[src/rtl/vga_fb_addr_gen.sv]
// vga_fb_addr_gen
// Frame-buffer read-address generator driven directly by an active-low
// Hsync/Vsync pair. It emits one registered BRAM address per active pixel,
// together with DE_OUT, X and Y. Mirror and flip modes are latched at frame
// start. The line base address is stepped incrementally, so there is no
// multiplier in the pixel path.
module vga_fb_addr_gen #(
  parameter int HSIZE  = 640,
  parameter int VSIZE  = 480,
  parameter int HBP    = 16,
  parameter int VBP    = 20,
  parameter int STRIDE = 640,
  parameter int BASE   = 0,
  parameter int AW     = 19,
  parameter int XW     = 10,
  parameter int YW     = 9
) (
  input  logic          CLK,
  input  logic          RESET_N,
  input  logic          Hsync,
  input  logic          Vsync,
  input  logic          MIRROR_H,
  input  logic          FLIP_V,
  output logic [AW-1:0] ADDR,
  output logic          DE_OUT,
  output logic [XW-1:0] X,
  output logic [YW-1:0] Y,
  output logic          FRAME_DONE,
  output logic          SHORT_LINE
);

  localparam int PW  = (HBP > 1) ? $clog2(HBP) : 1;
  localparam int VPW = (VBP > 1) ? $clog2(VBP) : 1;
  localparam int LW  = YW + 1;

  localparam logic [XW-1:0]  H_LAST      = XW'(HSIZE - 1);
  localparam logic [YW-1:0]  V_LAST      = YW'(VSIZE - 1);
  localparam logic [LW-1:0]  LINE_LAST   = LW'(VSIZE - 1);
  localparam logic [PW-1:0]  PORCH_LAST  = PW'(HBP - 1);
  localparam logic [VPW-1:0] VPORCH_LAST = VPW'(VBP - 1);
  localparam logic [AW-1:0]  BASE_A      = AW'(BASE);
  localparam logic [AW-1:0]  STRIDE_A    = AW'(STRIDE);
  localparam logic [AW-1:0]  FLIP_BASE   = AW'((VSIZE - 1) * STRIDE);

  typedef enum logic [1:0] {H_SYNC, H_PORCH, H_ACTIVE, H_DONE} h_state_t;
  typedef enum logic [1:0] {V_SYNC, V_PORCH, V_ACTIVE, V_DONE} v_state_t;

  h_state_t h_state, h_next;
  v_state_t v_state, v_next;

  logic [PW-1:0]  pcnt;
  logic [XW-1:0]  xcnt;
  logic [XW-1:0]  x_raw;
  logic [VPW-1:0] vpcnt;
  logic [LW-1:0]  line_cnt;
  logic [AW-1:0]  row_base;
  logic           line_on;
  logic           line_on_now;
  logic           armed;
  logic           mir;
  logic           flp;
  logic           line_start;
  logic           line_end;
  logic           de_next;
  logic           fd_next;
  logic [XW-1:0]  col;
  logic [AW-1:0]  addr_next;
  logic [YW-1:0]  y_next;

  assign line_start = (h_state == H_SYNC) && Hsync;

  // Horizontal state register
  always_ff @(posedge CLK or negedge RESET_N) begin
    if (!RESET_N) h_state <= H_SYNC;
    else          h_state <= h_next;
  end

  // Horizontal next state: sync -> porch -> active run -> wait for next sync
  always_comb begin
    h_next = h_state;
    if (!Hsync) begin
      h_next = H_SYNC;
    end else begin
      case (h_state)
        H_SYNC:   h_next = (HBP == 0) ? H_ACTIVE : H_PORCH;
        H_PORCH:  if (pcnt == PORCH_LAST) h_next = H_ACTIVE;
        H_ACTIVE: if (xcnt == H_LAST) h_next = H_DONE;
        default:  h_next = H_DONE;
      endcase
    end
  end

  // Vertical state register
  always_ff @(posedge CLK or negedge RESET_N) begin
    if (!RESET_N) v_state <= V_SYNC;
    else          v_state <= v_next;
  end

  // Vertical next state: porch and active phases advance on line boundaries
  always_comb begin
    v_next = v_state;
    if (!Vsync) begin
      v_next = V_SYNC;
    end else begin
      case (v_state)
        V_SYNC:   if (armed) v_next = (VBP == 0) ? V_ACTIVE : V_PORCH;
        V_PORCH:  if (line_start && (vpcnt == VPORCH_LAST)) v_next = V_ACTIVE;
        V_ACTIVE: if (line_end && (line_cnt == LINE_LAST)) v_next = V_DONE;
        default:  v_next = V_DONE;
      endcase
    end
  end

  // Pixel-path decode: enable, mirrored column, address and displayed row
  always_comb begin
    x_raw       = (h_state == H_ACTIVE) ? xcnt + XW'(1) : '0;
    line_on_now = line_start ? (v_state == V_ACTIVE) : line_on;
    line_end    = (h_state == H_ACTIVE) && (h_next != H_ACTIVE) && line_on;
    de_next     = (h_next == H_ACTIVE) && line_on_now && Vsync;
    fd_next     = line_end && Vsync && (v_state == V_ACTIVE) && (line_cnt == LINE_LAST);
    col         = mir ? (H_LAST - x_raw) : x_raw;
    addr_next   = BASE_A + row_base + AW'(col);
    y_next      = flp ? (V_LAST - line_cnt[YW-1:0]) : line_cnt[YW-1:0];
  end

  // Porch/pixel counters, per-line active flag and the post-reset Vsync arm
  always_ff @(posedge CLK or negedge RESET_N) begin
    if (!RESET_N) begin
      pcnt    <= '0;
      xcnt    <= '0;
      vpcnt   <= '0;
      line_on <= 1'b0;
      armed   <= 1'b0;
    end else begin
      pcnt <= (h_state == H_PORCH) ? pcnt + PW'(1) : '0;
      xcnt <= x_raw;
      if (v_state != V_PORCH) vpcnt <= '0;
      else if (line_start)    vpcnt <= vpcnt + VPW'(1);
      if (!Vsync) begin
        line_on <= 1'b0;
        armed   <= 1'b1;
      end else if (line_start) begin
        line_on <= (v_state == V_ACTIVE);
      end
    end
  end

  // Frame-level state: mode latch at frame start, incremental row base per line
  always_ff @(posedge CLK or negedge RESET_N) begin
    if (!RESET_N) begin
      mir      <= 1'b0;
      flp      <= 1'b0;
      line_cnt <= '0;
      row_base <= '0;
    end else if (!Vsync) begin
      mir      <= MIRROR_H;
      flp      <= FLIP_V;
      line_cnt <= '0;
      row_base <= FLIP_V ? FLIP_BASE : '0;
    end else if (line_end) begin
      line_cnt <= line_cnt + LW'(1);
      row_base <= flp ? (row_base - STRIDE_A) : (row_base + STRIDE_A);
    end
  end

  // Registered outputs; address and coordinates hold outside active pixels
  always_ff @(posedge CLK or negedge RESET_N) begin
    if (!RESET_N) begin
      ADDR       <= '0;
      DE_OUT     <= 1'b0;
      X          <= '0;
      Y          <= '0;
      FRAME_DONE <= 1'b0;
      SHORT_LINE <= 1'b0;
    end else begin
      DE_OUT     <= de_next;
      FRAME_DONE <= fd_next;
      if (de_next) begin
        ADDR <= addr_next;
        X    <= col;
        Y    <= y_next;
      end
      if ((h_state == H_ACTIVE) && !Hsync) SHORT_LINE <= 1'b1;
    end
  end

endmodule

[config.mk]
export PLATFORM = sky130hd
export DESIGN_NAME = vga_fb_addr_gen
export DESIGN_NICKNAME = d
export VERILOG_FILES = /design/src/rtl/vga_fb_addr_gen.sv
export SDC_FILE = /design/constraint.sdc
export NUM_CORES = 1
export LEC_CHECK = 0
export CAP_MARGIN = 20
export CORE_MARGIN = 8
export CORE_UTILIZATION = 35
export CTS_CLUSTER_DIAMETER = 120
export DETAILED_ROUTE_END_ITERATION = 16
export PLACE_DENSITY = 0.66
export SYNTH_ARGS = -nofsm -noshare
export SYNTH_HDL_FRONTEND = slang
export SYNTH_SLANG_ARGS = --single-unit
export TNS_END_PERCENT = 30
[constraint.sdc]
create_clock -name CLK -period 2.7 [get_ports CLK]
set_input_delay 0.405 -clock CLK [delete_from_list [all_inputs] [get_ports CLK]]
set_output_delay 0.405 -clock CLK [all_outputs]
set_load 0.01 [all_outputs]
==> flow_metrics.py <==
metrics = {
    "clock_network": {
        "cts_tree": "done",
        "clk_latency_ns": 0.34,
        "numCtsBuffers": 9,
        "htreeDepth": 3,
        "clk_path_buf_depth": 2,
        "cts.reportedPaths.clkPinSlew_ns": 0.06,
        "cts_root_buffer": "clkbuf_16",
        "clock-sinks": 89,
        "cts_hold_buf": 0,
    },
    "timing": {
        "finalCriticalPeriod_ns": 2.65,
        "rsz0062_at_grt": "yes",
        "period_share": 0.982,
        "max_slew.worst_pin.slew_ns": 0.700,
        "fin_ws_ns": 0.0483,
        "hold_viol_final": 0,
        "skew_ns": 0.00675,
        "relSlewSlack": 0.533,
        "setup_tns_ns": 0,
        "setup_violations": 0,
        "max_freq_ghz": 0.377,
        "slew_viol_final": 0,
    },
    "final_layout": {
        "drive_gt1_frac": 0.126,
        "nFillCells": 1279,
        "multi_input_comb_area_mm2": 0.00243,
        "antenna_cells": 0,
        "regArea_mm2": 0.00223,
        "fin_nets": 596,
        "final_cells": 749,
        "syn_to_final_growth_pct": 24.1,
    },
    "place": {
        "dpl.hpwl_um": 7790,
        "placedCellCount": 728,
        "globalplace.congestion": 0.833,
        "numPortBuffers": 46,
        "place_ws_ns": -0.0691,
    },
    "power_and_ir_drop": {
        "ir_drop_mv": 0.249,
        "p_per_area_mw_per_mm2": 493,
        "p_leak_uw": 0.00264,
    },
    "floorplan": {
        "core_mm2": 0.0132,
        "initial_core_util": 0.359,
        "die_w_um": 133,
        "dieArea_mm2": 0.0176,
        "row_count": 42,
        "die_y_um": 133,
        "io_pins": 47,
    },
    "worst_setup_path": {
        "startpoint_type": "flop",
        "worstPathBufferInverterCount": 3,
        "cp_common_cell": "buf_4",
        "path_cells": "ha_2 -> nand3_2 -> nor2_2 -> xnor2_1 -> nor2_1 -> inv_2 -> ha_4 -> nand2_2 -> o21ai_2 -> ha_1 -> a21o_1 -> buf_4 -> a21oi_1 -> buf_4 -> nand4_1 -> nand3_1",
        "cp_top_family": "adder cells",
        "arrival_ns": 2.93,
        "crit_fanout": 5,
        "slowest_stage": "dfrtp_1",
        "path_class": "reg -> reg",
        "critical-path-max-stage-delay_ns": 0.37,
        "worstPathRequired_ns": 2.97,
        "endpoint_kind": "flop",
    },
    "synth": {
        "syn_avg_cell_area_um2": 9.53,
        "ys_types": 55,
        "synth-seq-cells": 89,
        "synth_common_cells": "dfrtp_1 (89), nand2_1 (71), o21ai_0 (44), nor2_1 (35), xnor2_1 (32)",
        "syn_area_mm2": 0.00475,
        "synth_edf_count": 0,
        "synth_largest_area_cell": "dfrtp_1",
        "synthFlopType": "dfrtp_1",
        "yosysMostFrequentCell": "dfrtp_1",
        "yosysWarnings": 0,
        "yosysSeqAreaShare": 0.468,
        "syn_nets": 526,
        "synth_area_leaders": "dfrtp_1 (47%), xnor2_1 (5.9%), nand2_1 (5.6%)",
        "async_flop_share": 1.00,
        "synthCells": 499,
        "synth_top_area_share": 0.468,
    },
    "job": {
        "cap_viol_max_count": 0,
    },
    "outcome": {
        "outcome": "completed",
    },
    "drt": {
        "drtAntennaViolNets": 0,
        "via_per_inst": 5.01,
        "drt_first_pass_iters": 4,
        "via_count": 3749,
        "drt_iter0_drc": 171,
        "routed_wl_um": 10800,
        "wire_per_inst_um": 14.4,
        "drc": 0,
    },
    "global_route": {
        "gr-max-usage-layer": "met2",
        "first_global_vias": 3811,
        "grt_start_max_net_pins": 56,
        "use_met1": 0.161,
        "antenna_found_initial": 0,
        "grt_use_met2": 0.203,
        "grt_pass1_wl_um": 18600,
        "overflow": 0,
        "gr-usage-all-layers": 0.128,
        "grt_util_met3": 0.0379,
    },
    "worst_hold_path": {
        "hp-class": "in -> async",
    },
}
==> sequential cells by signal, summed over array words and instances (netlist names), 2 cells and up <==
name and cells:
ADDR 18, X 10, Y 9, h_state 2, line_cnt 10, pcnt 4, row_base 12, v_state 2
vpcnt 5, xcnt 10
==> cell usage in the layout, fill, tap and decap left out, types with 2 or more instances in the layout <==
cell	instances
a21o_1	4
nand4_1	17
o21ai_0	42
o211ai_1	3
nor2b_1	6
ha_1	18
nand3_1	19
clkbuf_16	9
xnor2_1	32
clkdlybuf4s50_1	45
inv_2	2
nand2_1	70
nor4_1	2
nor2_1	33
o21a_1	9
nand3_2	3
buf_4	32
a21oi_1	19
o21ai_2	2
nor3_1	7
inv_1	13
clkinv_2	3
nand2b_1	4
nand3b_1	2
mux2_2	3
dfrtp_1	89
a21boi_0	4
xor2_1	17
nand2_2	2
or3_1	6
and3_1	8
and2_1	12
mux2i_1	2
nor2_2	2
clkbuf_1	2
==> cell families after synthesis <==
| family | count (synthesis) | share of synthesized area |
|---|---|---|
| simple gates | 200 | 0.208 |
| compound gates | 99 | 0.131 |
| flops | 89 | 0.468 |
| xor+xnor | 49 | 0.0903 |
| buf+inv | 34 | 0.0308 |
| fa+ha+maj | 21 | 0.0568 |
| mux | 6 | 0.0142 |
| other cells | 1 | 0.000789 |
==> per-layer routing <==
metal	up-vias	routed length, um
li1	1862	-
met1	1798	5010
met2	74	5030
met3	15	532
met4	0	194
met5	-	0
==> per-stage QoR <==
| step | area (um2) | total power, uW | hold slack [ns] | utilization |
|---|---|---|---|---|
| 6_report | 5900 | 2910 | 0.104 | 0.446 |
| 5_1_grt | 5900 | 3030 | 0.163 | 0.446 |
| 4_1_cts | 5860 | 2940 | 0.134 | 0.442 |
| 3_5_place_dp | 5540 | 1720 | 0.460 | 0.418 |
| 3_3_place_gp | 5540 | 1710 | 0.447 | 0.418 |
| 2_1_floorplan | 4750 | 1620 | 0.109 | - |
==> power by group <==
| group | switching (uW) | total, uW | leakage, uW | internal [uW] |
|---|---|---|---|---|
| clock | 508 | 1220 | 0.000139 | 708 |
| combinational | 174 | 305 | 0.00130 | 131 |
| sequential | 32.9 | 1390 | 0.00121 | 1360 |
| total | 715 | 2910 | 0.00264 | 2190 |
==> worst register-to-register path, delay by kind of cell (launching register included) <==
kind | cells | cell delay [ns]
flops | 1 | 0.37
buf+inv | 3 | 0.38
compound gates | 3 | 0.41
simple gates | 6 | 0.63
xor+xnor | 1 | 0.07
fa+ha+maj | 3 | 0.73
==> layout make-up <==
| cell class | instances | area share |
|---|---|---|
| Tap cell | 176 | 0.0373 |
| Multi-Input combinational cell | 377 | 0.412 |
| Inverter | 15 | 0.00954 |
| Sequential cell | 89 | 0.377 |
| Timing Repair Buffer | 77 | 0.117 |
| Clock inverter | 4 | 0.00763 |
| Clock buffer | 11 | 0.0394 |
==> worst paths after layout <==
path / from / slack [ns] / depth (start not counted) / endpoint
hold / removal: RESET_N / 0.10 / 1 / DE_OUT
setup reg to reg: xcnt[1] / 0.05 / 16 / ADDR[14]
min in group CLK: armed / 0.47 / 1 / armed
max in group asynchronous: RESET_N / 1.94 / 2 / Y[6]
setup / recovery: xcnt[1] / 0.05 / 16 / ADDR[14]
hold reg to reg: armed / 0.47 / 1 / armed
==> timing repair <==
| item | CTS | global route |
|---|---|---|
| pin swaps | 5 | 10 |
| setup buffers | 3 | 2 |
| cloned | 1 | 0 |
| endpoints found under the setup margin | 8 | 10 |
| gates resized for setup | 4 | 8 |
Power figures use the tool's default switching activity.
